## src/rtl/alu_muldiv_seq_if.sv

```systemverilog
// ALU operand/select/result bus between the MULT/DIV sequencer (master) and an ALU (slave).
interface alu_muldiv_seq_if #(
    parameter int WIDTH = 32
);
    logic [WIDTH-1:0] alu_a;
    logic [WIDTH-1:0] alu_b;
    logic [2:0]       alu_sel;
    logic [WIDTH-1:0] alu_res;
    logic             alu_z;

    modport master (
        output alu_a,
        output alu_b,
        output alu_sel,
        input  alu_res,
        input  alu_z
    );

    modport slave (
        input  alu_a,
        input  alu_b,
        input  alu_sel,
        output alu_res,
        output alu_z
    );
endinterface

```

## src/rtl/alu_muldiv_seq.sv

```systemverilog
// Multi-cycle MULTU/DIVU sequencer driving a shared ALU: shift-add multiply, restoring divide.
// Define MULDIV_SIGNED_EN to add op_signed and a one-cycle NEG state for two's-complement MULT/DIV.
module alu_muldiv_seq #(
    parameter int WIDTH = 32,
    parameter int CNT_W = 6
) (
    input  logic                 clk,
    input  logic                 rst,
    input  logic                 start,
    input  logic                 op_div,
`ifdef MULDIV_SIGNED_EN
    input  logic                 op_signed,
`endif
    input  logic [WIDTH-1:0]     op_a,
    input  logic [WIDTH-1:0]     op_b,
    output logic                 busy,
    output logic                 done,
    output logic                 div_zero,
    output logic [WIDTH-1:0]     hi,
    output logic [WIDTH-1:0]     lo,
    alu_muldiv_seq_if.master     alu
);

    localparam logic [1:0] S_IDLE = 2'd0;
    localparam logic [1:0] S_RUN  = 2'd1;
    localparam logic [1:0] S_DONE = 2'd2;
`ifdef MULDIV_SIGNED_EN
    localparam logic [1:0] S_NEG  = 2'd3;
`endif

    localparam logic [2:0] SEL_ADD = 3'b000;
    localparam logic [2:0] SEL_SUB = 3'b001;

    logic [1:0]       state_reg;
    logic [CNT_W-1:0] cnt_reg;
    logic             is_div_reg;
    logic [WIDTH-1:0] acc_reg;      // multiply: running high half; divide: partial remainder
    logic [WIDTH-1:0] lo_sr_reg;    // multiply: multiplier / low half; divide: dividend / quotient
    logic [WIDTH-1:0] opnd_reg;     // multiplicand or divisor, fixed for the whole run
    logic [WIDTH-1:0] hi_reg;
    logic [WIDTH-1:0] lo_reg;
    logic             dz_reg;
`ifdef MULDIV_SIGNED_EN
    logic             neg_lo_reg;
    logic             neg_hi_reg;
`endif

    logic [WIDTH-1:0] mag_a;
    logic [WIDTH-1:0] mag_b;
    logic             div_by_zero;
    logic             last_iter;

    logic [WIDTH-1:0] shifted;
    logic             top;
    logic             ge;
    logic [WIDTH-1:0] sum;
    logic             carry;
    logic [WIDTH-1:0] acc_next;
    logic [WIDTH-1:0] lo_sr_next;
    logic             unused_alu_z;

`ifdef MULDIV_SIGNED_EN
    logic             sa;
    logic             sb;
    logic [2*WIDTH-1:0] prod_neg;

    // Signed operands are run through the unsigned datapath as magnitudes.
    assign sa       = op_signed & op_a[WIDTH-1];
    assign sb       = op_signed & op_b[WIDTH-1];
    assign mag_a    = sa ? ('0 - op_a) : op_a;
    assign mag_b    = sb ? ('0 - op_b) : op_b;
    assign prod_neg = '0 - {acc_reg, lo_sr_reg};
`else
    assign mag_a    = op_a;
    assign mag_b    = op_b;
`endif

    assign div_by_zero = op_div && (op_b == '0);
    assign last_iter   = (cnt_reg == CNT_W'(WIDTH - 1));

    // Divide step: shift the next dividend bit into the remainder and trial-subtract.
    assign shifted = {acc_reg[WIDTH-2:0], lo_sr_reg[WIDTH-1]};
    assign top     = acc_reg[WIDTH-1];
    assign ge      = top | (shifted >= opnd_reg);

    // Multiply step: the ALU has no carry-out, so recover it from the wrapped sum.
    assign sum     = lo_sr_reg[0] ? alu.alu_res : acc_reg;
    assign carry   = lo_sr_reg[0] & (alu.alu_res < acc_reg);

    assign acc_next   = is_div_reg ? (ge ? alu.alu_res : shifted) : {carry, sum[WIDTH-1:1]};
    assign lo_sr_next = is_div_reg ? {lo_sr_reg[WIDTH-2:0], ge} : {sum[0], lo_sr_reg[WIDTH-1:1]};

    assign alu.alu_a   = (state_reg == S_RUN) ? (is_div_reg ? shifted : acc_reg) : '0;
    assign alu.alu_b   = (state_reg == S_RUN) ? opnd_reg : '0;
    assign alu.alu_sel = (state_reg == S_RUN && is_div_reg) ? SEL_SUB : SEL_ADD;
    assign unused_alu_z = alu.alu_z;

    assign busy     = (state_reg != S_IDLE);
    assign done     = (state_reg == S_DONE);
    assign div_zero = dz_reg;
    assign hi       = hi_reg;
    assign lo       = lo_reg;

    always_ff @(posedge clk or posedge rst) begin
        if (rst) begin
            state_reg  <= S_IDLE;
            cnt_reg    <= '0;
            is_div_reg <= 1'b0;
            acc_reg    <= '0;
            lo_sr_reg  <= '0;
            opnd_reg   <= '0;
            hi_reg     <= '0;
            lo_reg     <= '0;
            dz_reg     <= 1'b0;
`ifdef MULDIV_SIGNED_EN
            neg_lo_reg <= 1'b0;
            neg_hi_reg <= 1'b0;
`endif
        end else begin
            case (state_reg)
                S_IDLE: begin
                    if (start) begin
                        is_div_reg <= op_div;
                        cnt_reg    <= '0;
                        acc_reg    <= '0;
                        lo_sr_reg  <= op_div ? mag_a : mag_b;
                        opnd_reg   <= op_div ? mag_b : mag_a;
                        dz_reg     <= div_by_zero;
`ifdef MULDIV_SIGNED_EN
                        neg_lo_reg <= sa ^ sb;
                        neg_hi_reg <= op_div ? sa : (sa ^ sb);
`endif
                        if (div_by_zero) begin
                            hi_reg    <= '0;
                            lo_reg    <= '0;
                            state_reg <= S_DONE;
                        end else begin
                            state_reg <= S_RUN;
                        end
                    end
                end
                S_RUN: begin
                    acc_reg   <= acc_next;
                    lo_sr_reg <= lo_sr_next;
                    if (last_iter) begin
                        cnt_reg <= '0;
`ifdef MULDIV_SIGNED_EN
                        state_reg <= S_NEG;
`else
                        hi_reg    <= acc_next;
                        lo_reg    <= lo_sr_next;
                        state_reg <= S_DONE;
`endif
                    end else begin
                        cnt_reg <= cnt_reg + CNT_W'(1);
                    end
                end
`ifdef MULDIV_SIGNED_EN
                S_NEG: begin
                    // Quotient and remainder take separate signs; the product negates as one 64-bit value.
                    if (is_div_reg) begin
                        lo_reg <= neg_lo_reg ? ('0 - lo_sr_reg) : lo_sr_reg;
                        hi_reg <= neg_hi_reg ? ('0 - acc_reg) : acc_reg;
                    end else if (neg_lo_reg) begin
                        {hi_reg, lo_reg} <= prod_neg;
                    end else begin
                        {hi_reg, lo_reg} <= {acc_reg, lo_sr_reg};
                    end
                    state_reg <= S_DONE;
                end
`endif
                default: begin
                    state_reg <= S_IDLE;
                end
            endcase
        end
    end

endmodule

```

## src/flat_wrapper.sv

```systemverilog
// flat-port wrapper written by rule: the top's interface ports become plain ports
module alu_muldiv_seq_flat 
#(
    parameter int WIDTH = 32,
    parameter int CNT_W = 6
)
  (clk, rst, start, op_div, op_a, op_b, busy, done, div_zero, hi, lo, alu_alu_a, alu_alu_b, alu_alu_sel, alu_alu_res, alu_alu_z);
  alu_muldiv_seq_if #(.WIDTH(WIDTH)) alu_i ();
  input  logic clk;
  input  logic rst;
  input  logic start;
  input  logic op_div;
  input  logic [WIDTH-1:0] op_a;
  input  logic [WIDTH-1:0] op_b;
  output logic busy;
  output logic done;
  output logic div_zero;
  output logic [WIDTH-1:0] hi;
  output logic [WIDTH-1:0] lo;
  output wire logic [$bits(alu_i.alu_a)-1:0] alu_alu_a;
  output wire logic [$bits(alu_i.alu_b)-1:0] alu_alu_b;
  output wire logic [$bits(alu_i.alu_sel)-1:0] alu_alu_sel;
  input wire logic [$bits(alu_i.alu_res)-1:0] alu_alu_res;
  input wire logic [$bits(alu_i.alu_z)-1:0] alu_alu_z;
  assign alu_alu_a = alu_i.alu_a;
  assign alu_alu_b = alu_i.alu_b;
  assign alu_alu_sel = alu_i.alu_sel;
  assign alu_i.alu_res = alu_alu_res;
  assign alu_i.alu_z = alu_alu_z;
  alu_muldiv_seq #(.WIDTH(WIDTH), .CNT_W(CNT_W)) u_core (.clk(clk), .rst(rst), .start(start), .op_div(op_div), .op_a(op_a), .op_b(op_b), .busy(busy), .done(done), .div_zero(div_zero), .hi(hi), .lo(lo), .alu(alu_i));
endmodule
```

## config.mk

```make
export PLATFORM = sky130hd
export DESIGN_NAME = alu_muldiv_seq_flat
export DESIGN_NICKNAME = d
export VERILOG_FILES = /design/src/rtl/alu_muldiv_seq_if.sv /design/src/rtl/alu_muldiv_seq.sv /design/src/flat_wrapper.sv
export SDC_FILE = /design/constraint.sdc
export NUM_CORES = 1
export LEC_CHECK = 0
export ABC_AREA = 1
export CAP_MARGIN = 15
export CORE_ASPECT_RATIO = 1.5
export CORE_UTILIZATION = 52
export DETAILED_ROUTE_END_ITERATION = 7
export PLACE_DENSITY_LB_ADDON = 0.25
export SETUP_SLACK_MARGIN = 0.1
export SLEW_MARGIN = 20
export SYNTH_ARGS = -nofsm -noshare
export SYNTH_HDL_FRONTEND = slang
export SYNTH_SLANG_ARGS = --single-unit
```

## constraint.sdc

```tcl
create_clock -name clk -period 7.8 [get_ports clk]
set_input_delay 1.56 -clock clk [delete_from_list [all_inputs] [get_ports clk]]
set_output_delay 1.56 -clock clk [all_outputs]
set_load 0.05 [all_outputs]
```

==> summary.txt <==
Floorplanning
  – Placeable core area: 0.02034 sq mm
  – # IOs: 235
  – Starting Density: 52.98%
  – Die height: 178.3 um
  – DIE AREA: 0.02131 sq mm
  – Cell Rows: 64
  – Die width: 119.5 um

Synthesis
  – Syn_area_per_cell: 7.232 sq um
  – Synthesized area: 0.01078 sq mm
  – Count of different cell masters after synthesis: 36
  – Mapped Cells: 1490
  – Ys async rst share: 100.0%
  – Post-synth EDFFs: 0
  – Part of the Yosys area used for sequential elements: 39.48%
  – Cell taking the most area after synthesis: dfrtp_1
  – FF+latch count, synth: 170
  – Synth Flop Type: dfrtp_1
  – Warnings, synthesis: 0
  – Top-area cell type share of the netlist area: 39.48%
  – Top post-synthesis cells by area: dfrtp_1, nand2_1, o21ai_0

Flow run
  – Max-cap check violation count: 0

CTS
  – Hold_buf cts: 0
  – Num CTS Buffers: 17
  – Clk_lat worst skew: 0.44 ns
  – CTS Buffer Depth: 2
  – PostCTS Resize Cnt: 0
  – Root buffer cell: clkbuf_16
  – Clock-pin slew on the worst setup and hold paths: 0.07 ns
  – CTS tree: done
  – CTS sink count: 170
  – Post-CTS setup buffer count: 0
  – H-tree levels: 4

STA
  – Worst-Margin Slew: 1.003 ns
  – Slew headroom: 33.16%
  – Period Utilization, post-route: 69.25%
  – Fmax: 185.1 MHz
  – Final slew viol count: 0
  – Unrepaired setup endpoints after global routing: false
  – Final hold violations: 0
  – Final WS setup: 2.399 ns
  – Crit path time final: 5.401 ns
  – Setup violators final: 0
  – Clk_skew: 0.01170 ns
  – Setup TNS: 0 ns

Detailed routing
  – Routed len/inst: 17.02 um
  – DRT iter0 DRCs: 1072
  – Mean number of vias per cell: 5.705
  – DRT antenna net count: 0
  – DR pass1 iterations: 7
  – DR vias: 11022
  – Drt drc: 0
  – Post-Route WL: 32880 um

Setup path
  – Crit path required time: 6.24 ns
  – CP Capture Type: output pin
  – CP Launch Type: flip-flop
  – Crit-path max FO: 77
  – Worst setup path class: flip-flop to output pin
  – Reg2Reg Depth: 12
  – Worst EP arrival: 3.84 ns

Layout
  – Final Core Density: 67.31%
  – Final nets: 1820
  – Fillers: 1744
  – Area grow syn2layout: 27.05%
  – Commonest non-fill, non-tap cells in the layout: nand2_1, o21ai_0, clkdlybuf4s50_1
  – Commonest non-fill, non-tap cell in the layout: nand2_1
  – Sequential Area: 0.004255 sq mm
  – Diodes inserted: 0
  – Layout Cells excl Fill: 1932
  – Area of the multi-input gates: 0.005456 sq mm
  – Share of layout cells above drive strength 1: 4.257%

Global route
  – Vias in the first global route: 10694
  – Total global-route track usage: 31.54%
  – Largest net degree at the start of global routing: 105
  – Grt total ovfl: 0
  – Antenna violations before repair: 0
  – First-pass GRT wire length: 52960 um

Hold path
  – WHS Path Cells: 2
  – Min-delay worst type: flip-flop to flip-flop

Pwr
  – Tot Pwr: 7.082 mW
  – P per Cell Area: 517.3 mW/mm^2
  – VDD IR-drop max: 391.6 uV
  – Leak: 6.341 nW

Place
  – DP Wirelength: 22520 um
  – DP Cell Count: 1900
  – Placer Congestion: 0.9162
  – Post-place setup slack: 2.952 ns
  – IO Port Bufs: 231

Outcome
  – Status: finished clean
==> kinds of logic after synthesis <==
kind of cell    share of synthesized area [%]
xor+xnor                               0.1626
compound gates                          23.80
simple gates                            19.12
flops                                   39.48
other cells                           0.03480
buf+inv                                 9.963
fa+ha+maj                               7.432
==> worst max-delay path: stages (launching register included) <==
cell	delay, ns
dfrtp_1	0.41
inv_1	0.09
nor2_4	0.07
buf_4	0.66
inv_2	0.60
buf_4	0.47
nor2_1	0.21
clkdlybuf4s50_1	0.83
==> where the power goes <==
| group | switching (mW) | internal [mW] |
|---|---|---|
| Clock | 0.403 | 0.488 |
| Combinational | 3.23 | 1.42 |
| Sequential | 0.262 | 1.28 |
==> synthesized netlist by cell type, drive strengths merged (2+ instances only) <==
library cell	n
dfrtp	170
a21o	2
nor4	5
a21oi	140
inv	164
nand4	8
nand3	78
nand2	338
nor2	69
clkbuf	72
a31oi	2
o21a	2
o211ai	31
o21ai	304
ha	64
nor3	5
buf	28
==> metrics by stage <==
stage | hold slack [ns] | instance area (sq um)
floorplan | 0.4853 | 10780
global placement | 0.4642 | 13080
detailed placement | 0.4688 | 13080
CTS | 0.4873 | 13690
global route | 0.5117 | 13690
finish | 0.4898 | 13690
==> worst paths after layout <==
path,start,endpoint,slack (ns)
setup / recovery,u_core.state_reg[0],alu_alu_b[14],2.40
hold / removal,u_core.hi[9],u_core.hi[9],0.49
setup reg to reg,u_core.state_reg[0],u_core.lo[15],4.48
hold reg to reg,u_core.hi[9],u_core.hi[9],0.49
max in group asynchronous,rst,u_core.is_div_reg,4.55
min in group asynchronous,rst,u_core.lo_sr_reg[12],1.65
==> layout make-up <==
| cell class | count | share of cell area, % |
|---|---|---|
| well taps | 264 | 2.413 |
| repair buffers | 245 | 17.62 |
| clock buffers | 18 | 3.135 |
| inverters | 165 | 4.579 |
| clock inverters | 14 | 1.316 |
| multi-input cells | 1056 | 39.86 |
| flip-flops and latches | 170 | 31.08 |
==> metal layers <==
layer | vias up | part of all wire [%] | track usage (%)
met2 | 523 | 49 | 53.03
met3 | 92 | 7.1 | 5.850
met4 | 0 | 3.7 | 15.63
li1 | 5273 | - | -
met1 | 5134 | 40 | 38.73
met5 | - | 0 | 0
Note: power is estimated with default switching activity, not from simulation.
